### src/rtl/keypad_emulator.sv
// rtl/keypad_emulator.sv - 4x4 active-low key matrix emulator with timed press/gap sequencing
module keypad_emulator #(
  parameter int PRESS_CYCLES = 1200000,
  parameter int GAP_CYCLES   = 600000,
  parameter int WIDTH        = 21
) (
  input  logic        clk,
  input  logic        rst,
  input  logic [3:0]  row,
  output logic [3:0]  col,
  input  logic        cmd_valid,
  input  logic [15:0] cmd_keys,
  output logic        cmd_ready,
  input  logic        cmd_abort,
  output logic        busy,
  output logic        done,
  output logic        aborted
);

  typedef enum logic [1:0] {S_IDLE, S_PRESS, S_GAP} state_t;

  localparam logic [WIDTH-1:0] PRESS_LAST = WIDTH'(PRESS_CYCLES - 1);
  localparam logic [WIDTH-1:0] GAP_LAST   = WIDTH'(GAP_CYCLES - 1);

  state_t            state;
  logic [15:0]       pressed;
  logic [WIDTH-1:0]  counter;
  logic [3:0]        row_q;
  logic [3:0]        col_next;

  // A column is pulled low when any selected (low) row has its key at that column pressed.
  for (genvar c = 0; c < 4; c++) begin : g_col
    assign col_next[c] = &(row_q | ~{pressed[12+c], pressed[8+c], pressed[4+c], pressed[c]});
  end

  assign cmd_ready = (state == S_IDLE);
  assign busy      = (state != S_IDLE);

  always_ff @(posedge clk) begin
    if (rst) begin
      state   <= S_IDLE;
      pressed <= 16'h0000;
      counter <= '0;
      row_q   <= 4'hF;
      col     <= 4'hF;
      done    <= 1'b0;
      aborted <= 1'b0;
    end else begin
      row_q   <= row;
      col     <= col_next;
      done    <= 1'b0;
      aborted <= 1'b0;
      case (state)
        S_IDLE: begin
          if (cmd_valid) begin
            pressed <= cmd_keys;
            counter <= '0;
            state   <= S_PRESS;
          end
        end
        S_PRESS: begin
          // Abort wins even on the final press cycle.
          if (cmd_abort) begin
            pressed <= 16'h0000;
            counter <= '0;
            state   <= S_IDLE;
            aborted <= 1'b1;
          end else if (counter == PRESS_LAST) begin
            pressed <= 16'h0000;
            counter <= '0;
            state   <= S_GAP;
          end else begin
            counter <= counter + WIDTH'(1);
          end
        end
        S_GAP: begin
          if (cmd_abort) begin
            pressed <= 16'h0000;
            counter <= '0;
            state   <= S_IDLE;
            aborted <= 1'b1;
          end else if (counter == GAP_LAST) begin
            counter <= '0;
            state   <= S_IDLE;
            done    <= 1'b1;
          end else begin
            counter <= counter + WIDTH'(1);
          end
        end
        default: begin
          pressed <= 16'h0000;
          counter <= '0;
          state   <= S_IDLE;
        end
      endcase
    end
  end

endmodule
### config.mk
export PLATFORM = sky130hd
export DESIGN_NAME = keypad_emulator
export DESIGN_NICKNAME = d
export VERILOG_FILES = /design/src/rtl/keypad_emulator.sv
export SDC_FILE = /design/constraint.sdc
export NUM_CORES = 1
export LEC_CHECK = 0
export CORE_ASPECT_RATIO = 2
export CORE_UTILIZATION = 55
export CTS_BUF_LIST = sky130_fd_sc_hd__clkbuf_8
export CTS_CLUSTER_SIZE = 14
export DETAILED_ROUTE_END_ITERATION = 12
export PLACE_DENSITY = 0.79
export SLEW_MARGIN = 20
export SYNTH_ARGS = -nofsm -noshare
export SYNTH_HDL_FRONTEND = slang
export SYNTH_SLANG_ARGS = --single-unit
### constraint.sdc
create_clock -name clk -period 2.6 [get_ports clk]
set_input_delay 0.39 -clock clk [delete_from_list [all_inputs] [get_ports clk]]
set_output_delay 0.39 -clock clk [all_outputs]
set_load 0.005 [all_outputs]
; ---- After elaboration in Yosys (flattened, before gate mapping)
; Index checks and enable logic that the tools add are counted.
[word_totals]
reg_bits = 49
latch_bits = 0
ramBits = 0
mem_bits_ro = 0
in_bits = 24
out_inout_bits = 8
elab_cells = 56
mem_count = 0
[classes]
addsub = 1
mul = 0
n_div = 0
n_lt_le_gt_ge = 0
n_eq_ne = 8
n_shift = 0
n_mux = 19
bitwise_logic = 10
n_reduce_logical = 11
[ops]
columns = operator, n
row1 = $mux 21, 5
row2 = $mux 16, 4
row3 = $pmux 21 s3, 1
row4 = $pmux 16 s3, 1
row5 = $add 21x1->21 const B, 1
row6 = $eq 21x20->1 const B, 1
row7 = $eq 21x21->1 const B, 1
row8 = $not 4->4, 4
row9 = $or 4x4->4, 4
row10 = $reduce_and 4->1, 4
row11 = $mux 2, 5
row12 = $ne 3x3->1 const B, 2
row13 = $pmux 2 s3, 1
row14 = $reduce_and 3->1, 2
row15 = $ne 2x2->1 const B, 2
row16 = $reduce_or 2->1, 2
row17 = $reduce_or 3->1, 1
row18 = $eq 2x1->1 const B, 1
row19 = $eq 2x2->1 const B, 1
row20 = $logic_not 2->1, 1
row21 = $mux 1, 2
row22 = $not 1->1, 2
row23 = $reduce_bool 2->1, 1

; ---- Depth between registers and ports, before layout
[depth]
word_depth = 4
ltp_mapped = 10
mapped_depth_nobuf = 7

; ---- Worst setup path before layout
; No wires, ideal clock.
[synth_path]
path_type = register to register
startpoint = reg state[0]
endpoint = reg counter[16]
setup_time_ps = 79
arrival_ps = 1879
t_required_ps = 2521
slack_ps = 642
path_stages_with_launch = 11
path_buffers = 3
period_less_slack_ps = 1958
path_cell_list = dfxtp_1 -> inv_1 -> ha_1 -> clkbuf_1 -> nand2b_1 -> buf_2 -> nand2_1 -> nor2_1 -> buf_2 -> o2111ai_1 -> o211ai_1
[synth_via]
elab_chain_len = 2
elab_cells_between_ends = 5
classes_between = 3 x eq/ne / 1 x mux / 1 x reduce/logical
[synth_rtl]
columns = element, line_no
row1 = "start, declared", 25  ; state_t state;
row2 = "start signal, assigned", 41  ; state <= S_IDLE;
row3 = "start signal, assigned", 58  ; state <= S_PRESS;
row4 = "start signal, assigned", 66  ; state <= S_IDLE;
row5 = $logic_not 2->1 (*), --
row6 = via cmd_ready, 13  ; output logic cmd_ready,
row7 = $pmux 21 s3 or $ne 2x2->1 (tied branches), --
row8 = "end signal, assigned", 73  ; counter <= counter + WIDTH'(1);
row9 = "end signal, assigned", 87  ; counter <= counter + WIDTH'(1);
row10 = "end, declared", 27  ; logic [WIDTH-1:0] counter;
; Mark *: on every way through the listed nets, which the timed path passes. The rest lies on a longest branch.
; A chain may end at the register's enable or synchronous reset.

; ---- Worst setup path after layout
[layout_path]
startpoint = reg counter[0]
endpoint = reg pressed[14]
[layout_via]
elab_chain_len = 3
[layout_rtl]
columns = element, line_no
row1 = $eq 21x21->1, 68  ; end else if (counter == PRESS_LAST) begin
row2 = $ne 3x3->1 (no source line), --
row3 = $reduce_and 3->1 (no source line), --
row4 = "end signal, assigned", 56  ; pressed <= cmd_keys;
row5 = "end, declared", 26  ; logic [15:0] pressed;
; No other way between the ends.

==> impl_metrics.csv <==
group,metric,value,unit
yosys,syn_inst,316,
route,drt-total-wl,7.09,mm
worst_setup_path,required,2.84,ns
clock_tree,htreeDepth,2,
global_route,grt_util_all_layers,0.300,
route,wl_per_cell,17.8,um
layout,final_nets,371,
clock_tree,insertion_delay,0.31,ns
placement,routabilityCongestion,0.894,
yosys,synthArstFlopShare,0,
yosys,seq_area_frac_synth,0.371,
pwr,leakagePower,1.07,nW
global_route,grt_max_degree,26,
yosys,synth_area_per_cell,8.36,um2
yosys,synth_area_leaders,"dfxtp_1 (37%), nand4_1 (5.2%), nand2_1 (4.4%)",
sta,slew_headroom,0.299,
global_route,grt_overflow,0,
layout,drive_above_1_share,0.116,
run,maxCapViolations,0,
clock_tree,cts-buffers-inserted,5,
placement,placedCellCount,391,
floorplan,core,4600,um2
yosys,synth_ff_type,"dfxtp_1",
floorplan,dieArea,5100,um2
yosys,synth_edf_count,0,
worst_setup_path,startpoint,"counter[0]$_SDFFE_PP0P_",
pwr,ir_drop,345,uV
worst_setup_path,r2r_start,"counter[0]$_SDFFE_PP0P_",
route,dr.pass1.iters,4,
floorplan,die_y,100,um
layout,stdcell_count,399,
route,vias,2520,
global_route,grt_pass1_wl,11.5,mm
sta,slew_viol_final,0,
clock_tree,cts_tree,"built",
clock_tree,cts_root_buf,"clkbuf_8",
layout,final_cell_mix,"dfxtp_1 (49), nand2_1 (31), clkdlybuf4s50_1 (31)",
worst_setup_path,critPathLaunchType,"flip-flop",
route,drc_errors,0,
global_route,use_met1,0.287,
sta,worst_pin_slew,1.05,ns
clock_tree,hold_buffers,0,
status,status,"finished, final reports clean",
layout,final_util,0.671,
worst_setup_path,worstPathArrival,2.62,ns
sta,setup-tns-final,0,ns
placement,io_buffer_count,31,
global_route,grt_use_met3,0.0379,
clock_tree,cts_sinks,49,
floorplan,initial_utilization,0.574,
floorplan,pin_count,32,
sta,finalSetupViolCount,0,
worst_setup_path,endpoint,"pressed[14]$_SDFFE_PP0P_",
yosys,yosysTopAreaCell,"dfxtp_1",
route,drt-initial-drc-count,88,
worst_setup_path,reg2reg_setup_slack,0.22,ns
worst_setup_path,critPathKind,"flip-flop to flip-flop",
worst_hold_path,min_from,"pressed[10]$_SDFFE_PP0P_",
worst_hold_path,whs_path_depth,2,
clock_tree,clk_pin_slew,0.09,ns
sta,fmax,421,MHz
route,vias_per_cell,6.32,
yosys,synth.distinct_cells,57,
pwr,power-per-cell-area,556,nW/um2
sta,worst_slack,0.223,ns
sta,hold_slack,0.483,ns
placement,dp_hpwl,5.17,mm
yosys,synthesis.area,2640,um2
layout,antennaDiodeCount,0,
yosys,yosysWarnings,0,
floorplan,die_x,51,um
sta,period_share,0.914,
worst_setup_path,crit_fanout,14,
floorplan,rows,35,
worst_setup_path,rr_endpoint,"pressed[14]$_SDFFE_PP0P_",
sta,rsz0062_at_grt,"false",
layout,area_growth,16.8,%
global_route,antenna_found_initial,0,
worst_setup_path,end_kind,"flip-flop",
sta,fin_crit,2.38,ns
clock_tree,cts_buffer_depth,2,
global_route,met2_usage,0.549,
global_route,grt.busiest_layer,"met2",
yosys,synth_nets,344,
sta,finalHoldViolCount,0,
route,ant_nets,0,
yosys,synth-seq-cells,49,
worst_hold_path,hp-class,"flip-flop to flip-flop",
placement,post-place-ws,0.00102,ns
layout,fillers,424,
sta,finClkSkew,0.00896,ns
worst_setup_path,reg2reg_depth,7,
yosys,synth.top_cell.area_share,0.371,
layout,final_common_cell,"dfxtp_1",
global_route,grt_pass1_vias,2491,
## flip-flops by register name (all words and copies together) (netlist names)
name     flops
col          4
counter     21
row_q        4
pressed     16
done         1
aborted      1
state        2
## final cells by class
type                            count  area, um2  area share
Timing Repair Buffer               42        405       0.131
Multi-Input combinational cell    219       1440       0.468
Tap cell                           55       68.8      0.0223
Sequential cell                    49        981       0.318
Inverter                           26       97.6      0.0316
Clock inverter                      3       21.3     0.00689
Clock buffer                        5       68.8      0.0223
## kinds of logic (layout without fill, tap and decap cells)
| kind of cell | count (synthesis) | in the layout | share of synthesized area |
|---|---|---|---|
| compound gates | 99 | 99 | 0.271 |
| xor+xnor | 2 | 2 | 0.00663 |
| fa+ha+maj | 4 | 4 | 0.0189 |
| buf+inv | 48 | 76 | 0.0829 |
| flops | 49 | 49 | 0.371 |
| mux | 1 | 1 | 0.00379 |
| simple gates | 113 | 113 | 0.245 |
## metal layers
layer	vias up	wire length (um)	share of wire
met2	78	3810	0.54
met1	1194	2570	0.36
met5	-	0	0
li1	1214	-	-
met4	0	471	0.066
met3	34	235	0.033
## through the flow
| stage | area (um2) | power (mW) |
|---|---|---|
| 3_3_place_gp | 2990 | 1.25 |
| 3_5_place_dp | 2990 | 1.26 |
| 5_1_grt | 3090 | 1.80 |
| 6_report | 3090 | 1.71 |
| 2_1_floorplan | 2640 | 1.09 |
| 4_1_cts | 3080 | 1.72 |
## how the worst min path moves through the flow
stage,end,slack (ns)
floorplan,counter[10]$_SDFFE_PP0P_,0.45
global placement,pressed[13]$_SDFFE_PP0P_,0.46
detailed placement,pressed[3]$_SDFFE_PP0P_,0.47
CTS,pressed[10]$_SDFFE_PP0P_,0.48
global route,pressed[4]$_SDFFE_PP0P_,0.51
finish,pressed[10]$_SDFFE_PP0P_,0.48
## synthesized netlist by cell type, types with 3 or more instances
| master | n |
|---|---|
| nand2_1 | 31 |
| buf_4 | 3 |
| nor3_1 | 4 |
| and4_1 | 6 |
| a211oi_1 | 3 |
| a21boi_0 | 3 |
| nand3_1 | 9 |
| o211ai_1 | 8 |
| inv_1 | 25 |
| buf_2 | 7 |
| a31oi_1 | 3 |
| o21ai_1 | 21 |
| nor2_1 | 9 |
| clkbuf_1 | 10 |
| o2111ai_1 | 3 |
| nor2b_1 | 4 |
| o221ai_2 | 6 |
| o21ai_0 | 4 |
| nor3b_1 | 3 |
| o21bai_1 | 4 |
| ha_1 | 4 |
| o22ai_1 | 8 |
| nand4_1 | 22 |
| dfxtp_1 | 49 |
| and3_1 | 4 |
| or2_2 | 4 |
| and2_1 | 5 |
| a2bb2oi_1 | 3 |
| a21oi_1 | 19 |
## critical path, stage by stage (launching register included)
cell,delay [ns]
dfxtp_1,0.40
ha_1,0.27
and4_1,0.42
nand3_2,0.13
o21ai_2,0.54
buf_4,0.26
nand4_1,0.10
a21oi_1,0.18
## power by group
group	total [mW]	switching, mW	leakage, nW	internal, mW
clock	0.471	0.280	0.0445	0.192
combinational	0.409	0.241	0.627	0.168
sequential	0.834	0.0312	0.399	0.803
total	1.71	0.551	1.07	1.16
## what timing repair did
item                       4_1_cts  5_1_grt
setup endpoints to repair        0        6
setup buffers                    0        0
gates resized for setup          0        1
(Power assumes the default switching activity.)
